==> src/rtl/core_ifq.sv <==
// core_ifq: instruction queue between fetch and decode.
// Buffers up to DEPTH {pc, instr} pairs, raises if_halt when nearly full,
// and discards everything on a redirect flush. An empty queue presents a NOP
// so decode sees a bubble.
module core_ifq #(
  parameter int unsigned DEPTH      = 4,
  parameter logic [5:0]  OPCODE_NOP = 6'h05
) (
  input  logic                       clk,
  input  logic                       rst,
  input  logic                       in_valid,
  input  logic [31:0]                in_pc,
  input  logic [31:0]                in_instr,
  input  logic                       flush,
  output logic                       if_halt,
  output logic                       out_valid,
  output logic [31:0]                out_pc,
  output logic [31:0]                out_instr,
  input  logic                       out_ready,
  output logic [$clog2(DEPTH+1)-1:0] level,
  output logic                       ovf
);

  localparam int unsigned PW = $clog2(DEPTH);
  localparam int unsigned LW = $clog2(DEPTH + 1);
  localparam logic [LW-1:0] LVL_FULL = LW'(DEPTH);
  localparam logic [LW-1:0] LVL_HALT = LW'(DEPTH - 1);
  localparam logic [31:0]   NOP      = {OPCODE_NOP, 26'(0)};

  logic [31:0]   pc_mem    [DEPTH];
  logic [31:0]   instr_mem [DEPTH];
  logic [PW-1:0] wr_ptr;
  logic [PW-1:0] rd_ptr;

  logic pop;
  logic push_req;
  logic push_ok;
  logic push_drop;

  // Handshake decode; a pop frees a slot so a full queue can still accept.
  always_comb begin
    pop       = out_valid & out_ready;
    push_req  = in_valid & ~flush;
    push_ok   = push_req & ((level < LVL_FULL) | pop);
    push_drop = push_req & ~push_ok;
  end

  // Pointers, occupancy and sticky overflow; flush wins over push/pop.
  always_ff @(posedge clk) begin
    if (rst) begin
      wr_ptr <= '0;
      rd_ptr <= '0;
      level  <= '0;
      ovf    <= 1'b0;
    end else if (flush) begin
      wr_ptr <= '0;
      rd_ptr <= '0;
      level  <= '0;
    end else begin
      if (push_ok) wr_ptr <= wr_ptr + PW'(1);
      if (pop)     rd_ptr <= rd_ptr + PW'(1);
      if (push_ok && !pop)      level <= level + LW'(1);
      else if (!push_ok && pop) level <= level - LW'(1);
      if (push_drop) ovf <= 1'b1;
    end
  end

  // Entry storage; contents need no reset since level gates visibility.
  always_ff @(posedge clk) begin
    if (!rst && push_ok) begin
      pc_mem[wr_ptr]    <= in_pc;
      instr_mem[wr_ptr] <= in_instr;
    end
  end

  // Head presentation and halt request, all from registered state.
  always_comb begin
    out_valid = (level != '0);
    if_halt   = (level >= LVL_HALT);
    out_pc    = '0;
    out_instr = NOP;
    if (out_valid) begin
      out_pc    = pc_mem[rd_ptr];
      out_instr = instr_mem[rd_ptr];
    end
  end

endmodule

==> config.mk <==
export PLATFORM = sky130hd
export DESIGN_NAME = core_ifq
export DESIGN_NICKNAME = d
export VERILOG_FILES = /design/src/rtl/core_ifq.sv
export SDC_FILE = /design/constraint.sdc
export NUM_CORES = 1
export LEC_CHECK = 0
export CAP_MARGIN = 20
export CORE_ASPECT_RATIO = 1.25
export CORE_MARGIN = 1
export CORE_UTILIZATION = 49
export DETAILED_ROUTE_END_ITERATION = 10
export PLACE_DENSITY = 0.75
export RECOVER_POWER = 50
export SKIP_CTS_REPAIR_TIMING = 1
export SLEW_MARGIN = 20
export SYNTH_ARGS = -nofsm -noshare
export SYNTH_HDL_FRONTEND = slang
export SYNTH_SLANG_ARGS = --single-unit
==> constraint.sdc <==
create_clock -name clk -period 3.1 [get_ports clk]
set_clock_uncertainty 0.15 [all_clocks]
set_input_delay 0.465 -clock clk [delete_from_list [all_inputs] [get_ports clk]]
set_output_delay 0.465 -clock clk [all_outputs]
set_load 0.01 [all_outputs]
**Word level (Yosys, flattened, before mapping)**

Memories as Yosys holds them, arrays and structs flattened. A register that Yosys moved wholly into a read port is not among the register bits.
Index checks and enable logic that the tools add are counted.

- Bits in registers: 8
- Bits in latches: 0
- RAM bits: 256
- Bits in read-only memories: 0
- Bits of input ports: 69
- Output and inout bits: 70
- Logic and storage cells: 39
- Memories: 2

Memory list:

| name | depth | width | rd ports | clocked after memory_dff | wr ports | line | source |
|---|---|---|---|---|---|---|---|
| instr_mem | 4 | 32 | 1 | 1 | 1 | 31 | `logic [31:0] instr_mem [DEPTH];` |
| pc_mem | 4 | 32 | 1 | 1 | 1 | 30 | `logic [31:0] pc_mem [DEPTH];` |

- $add $sub $neg: 4
- Multiply operators: 0
- Divide/modulo/power cells: 0
- Order comparisons: 2
- Eq/ne operators: 0
- Shift operators: 0
- Muxes and demuxes: 10
- Bitwise gates (word level): 7
- Reductions and logical operators: 10

Operators with widths:

| kind | count |
|---|---|
| $mux 32 | 2 |
| $mux 2 | 4 |
| $mux 3 | 2 |
| $add 2x1->2 const B | 2 |
| $and 1x1->1 | 4 |
| $add 3x1->3 const B | 1 |
| $ge 3x2->1 const B | 1 |
| $logic_and 1x1->1 | 3 |
| $logic_not 1->1 | 3 |
| $lt 3x3->1 const B | 1 |
| $reduce_bool 3->1 | 1 |
| $sub 3x1->3 const B | 1 |
| $mux 1 | 2 |
| $not 1->1 | 2 |
| $reduce_and 2->1 | 1 |
| $reduce_bool 2->1 | 1 |
| $reduce_or 2->1 | 1 |
| $or 1x1->1 | 1 |

**Logic depth before layout (Yosys ltp)**

Gate-level depths: netlist (run 1).

- Word-level depth: 8
- Mapped depth: 8
- Gate-level depth less buffers: 8

**Worst setup path after synthesis (run 1)**

Ideal clock, no wire load.

- Path kind: input to register
- Start point: input port flush
- End point: memory instr_mem[1][0] (enable)
- Library setup time: 0.429 ns
- Arrival: 2.407 ns
- Data required time: 2.521 ns
- Path slack: 0.114 ns
- Stages on the path: 3
- Buffers on the path: 0
- Path through: nand2b_1 > nor3_1 > and2_1

- Cells in the longest elaborated chain, start to end: 6

Ends and longest elaborated chain:

| item | line | source |
|---|---|---|
| from (decl) | 14 | `input logic flush,` |
| $not 1->1 (no line) | - |  |
| $and 1x1->1 | 43 | `push_req = in_valid & ~flush;` |
| $and 1x1->1 | 44 | `push_ok = push_req & ((level < LVL_FULL) \| pop);` |
| $logic_and 1x1->1 | 70 | `if (!rst && push_ok) begin` |
| $mux 1 | 70 |  |
| $mux 1 (implied by the code) | 72 | `instr_mem[wr_ptr] <= in_instr;` |
| to (decl) | 31 |  |

Every way passes these cells.

==> results.yml, run 1 <==
floorplanning:
  pin_count: 139
  placementRows: 58
  start_util_pct: 50.4
  dieWidth_um: 131
  coreArea_um2: 20300
  dieHeight_um: 164
  die-area_um2: 21500
routing:
  routed_via_density: 5.32
  vias: 4933
  wl_per_cell_um: 21.4
  wl_um: 19900
  detail_route.iter0.violations: 268
  dr.pass1.iters: 4
  drc: 0
  ant_nets: 0
yosys:
  synth_top_cell_area_share_pct: 75.0
  avgSynthCellArea_um2: 22.2
  ys_types: 30
  syn-num-nets: 536
  synth_largest_area_cell: "edfxtp_1"
  netlist_area_um2: 10200
  synth_warnings: 0
  synth.area.top_cells: "edfxtp_1 75%, mux4_2 13%, and2_1 4.0%"
  synthCells: 461
  yosysSeqAreaShare_pct: 77.0
  ys_ff_latch: 266
timing:
  tightest_slew_ns: 0.931
  final-max-slew-violation-count: 0
  setup_viol_count_final: 0
  period_needed_ns: 3.04
  relSlewSlack_pct: 37.9
  final_hold_viol_count: 0
  max_freq_ghz: 0.329
  tns_ns: 0
  fin_crit_sh_pct: 98.0
layout:
  fin_nets: 710
  stdcell_area_um2: 13200
  area_delta_synth_final_pct: 28.3
  final_cells: 927
  drive_gt1_share_pct: 20.2
clock_tree:
  cts_tree: "yes"
  clkTransAtPathRegs_ns: 0.06
  h-tree-depth: 1
  cts_buffers: 26
  clockBufferDepth: 3
  root_buffer: "clkbuf_16"
  clock-sinks: 266
  clk_latency_ns: 0.50
worst_setup_path:
  cp-start-kind: "flop"
  slowest_delay_ns: 0.57
  cpLargestDelayFamily: "buffers and inverters"
  cp.required_ns: 2.48
  crit_chain: "buf_4 -> buf_16 -> mux4_1 -> or2_1 -> clkdlybuf4s50_1"
  worst-path-max-fanout: 6
  path_class: "flop to output pin"
  reg2regPathDepth: 4
  r2r_slack_ns: 0.48
  path_buf_inv: 3
  r2r-end: "instr_mem[3][10]$_DFFE_PP_"
  crit_path_end_kind: "output pin"
  cp.arrival_ns: 2.42
  crit_slowest_cell: "mux4_1"
  worstReg2RegStart: "level[2]$_SDFFE_PP0P_"
global_route:
  antenna_found_initial: 3
  track_usage_pct: 18.1
  grt_max_degree: 64
  grt_pass1_wl_um: 29400
  grt_overflow: 0
  grt_pass1_vias: 5350
power:
  leakage_nw: 4.24
  seq_power_share_pct: 50.5
  p_total_mw: 7.89
  p_int_mw: 6.34
  clkPwrFrac_pct: 41.4
  switching_share_pct: 19.6
  powerDensity_nw_per_um2: 600
  peakVddDrop_mv: 0.425
  combPwrFrac_pct: 8.0
  p_switching_mw: 1.55
hold_path:
  min_path_cells: 2
  min_from: "ovf$_SDFFE_PP0P_"
  hold_end: "ovf$_SDFFE_PP0P_"
  hp-class: "flop to flop"
flow_run:
  drv_cap: 0
run_status:
  status: "completed"
placement:
  dpl.cell_count: 861
  routabilityCongestion: 0.727
  io_buffers: 138
  dpl-instance-area_um2: 12000
  dpl.hpwl_um: 11200
[final cells by class]
| cell class | count | area, µm² |
|---|---|---|
| flip-flops and latches | 266 | 7900 |
| repair buffers | 167 | 1850 |
| multi-input cells | 170 | 2160 |
| diodes | 2 | 5.00 |
| inverters | 4 | 15.0 |
| fillers | 1357 | 7170 |
| well taps | 270 | 338 |
| clock inverters | 14 | 195 |
| clock buffers | 34 | 702 |
[routing by layer]
metal | global-route usage [%] | part of all wire (%) | wire length (µm) | vias up
li1 | - | - | - | 2220
met1 | 22.1 | 41 | 8070 | 2542
met2 | 32.8 | 52 | 10400 | 142
met3 | 3.58 | 5.4 | 1080 | 27
met4 | 5.29 | 1.7 | 343 | 2
met5 | 0 | 0.065 | 13 | -
[power groups by stage]
stage | registers, mW | clock network, mW | logic (mW)
floorplan | 4.07 | 0 | 0.265
global placement | 4.06 | 0 | 0.613
detailed placement | 4.07 | 0 | 0.628
CTS | 3.99 | 3.33 | 0.632
global route | 3.99 | 3.46 | 0.679
finish | 3.99 | 3.27 | 0.635
[tightest hold or removal path, cell delays in order, from the launching register on]
cell     delay (ns)
dfxtp_1        0.34
a21oi_1        0.05
nor2_1         0.08
[cells in the final DEF, fill, tap and decap left out, types with 4 or more instances in the layout]
cell type	instances
mux4_2	60
buf_4	9
mux4_1	4
ha_1	5
buf_12	11
clkbuf_16	31
dfxtp_1	8
bufinv_16	5
clkdlybuf4s50_1	73
and2_1	62
clkinv_1	5
edfxtp_1	256
nor2_1	6
dlygate4sd3_1	65
a21oi_1	5
clkbuf_1	7
o21ai_0	4
[state kept, by name, indices dropped and copies added (netlist names), named ones only]
signal	flops
instr_mem	128
pc_mem	128
level	3
rd_ptr	2
wr_ptr	2
ovf	1
[through the flow]
| stage | setup WS, ns | hold slack [ns] | utilization (%) |
|---|---|---|---|
| detailed placement | 0.346 | 0.325 | 59.3 |
| floorplan | 0.114 | 0.309 | - |
| CTS | -0.0271 | 0.353 | 63.7 |
| finish | 0.0617 | 0.345 | 64.7 |
| global placement | 0.466 | 0.311 | 59.3 |
| global route | -0.0160 | 0.365 | 64.7 |
[how the worst max path moves through the flow]
stage,slack [ns],endpoint,depth (start not counted)
2_1_floorplan,0.11,instr_mem[1][0]$_DFFE_PP_,3
4_1_cts,-0.03,out_instr[26],4
5_1_grt,-0.02,out_instr[28],5
6_report,0.06,out_instr[28],5
3_5_place_dp,0.35,level[2]$_SDFFE_PP0P_,9
3_3_place_gp,0.47,level[2]$_SDFFE_PP0P_,9
[synth_stat cells]
cell      instances
edfxtp_1        256
and2_1           66
mux4_2           60
dfxtp_1          10
clkbuf_1          7
buf_12            6
buf_2             6
nor2_1            6
a21oi_1           5
ha_1              5
mux4_1            4
o21ai_0           4
inv_1             3
or3_1             3
xor2_1            3
nor2b_1           2
or2_1             2
a21o_1            1
buf_6             1
clkbuf_2          1
fa_1              1
inv_2             1
mux2i_1           1
nand2_1           1
nand2b_1          1
nand3b_1          1
nor3_1            1
nor3_2            1
o31ai_1           1
or2_2             1
[cells by family after synthesis]
logic type      count (synthesis)  synth area share (%)
buf+inv                        25                  2.03
compound gates                 11                 0.586
mux                            65                  14.3
simple gates                   85                  5.05
flops                         266                  77.0
xor+xnor                        3                 0.256
fa+ha+maj                       6                 0.806
Power figures use the tool's default switching activity.
==> run 2: changes to the inputs <==
--- a/config.mk
+++ b/config.mk
@@ -10,6 +10,7 @@
 export CORE_MARGIN = 1
 export CORE_UTILIZATION = 49
 export DETAILED_ROUTE_END_ITERATION = 10
+export GPL_ROUTABILITY_DRIVEN = 0
 export PLACE_DENSITY = 0.75
 export RECOVER_POWER = 50
 export SKIP_CTS_REPAIR_TIMING = 1
==> results of run 2 <==
No change in the layout: final DEF, timing and power equal those of run 1.
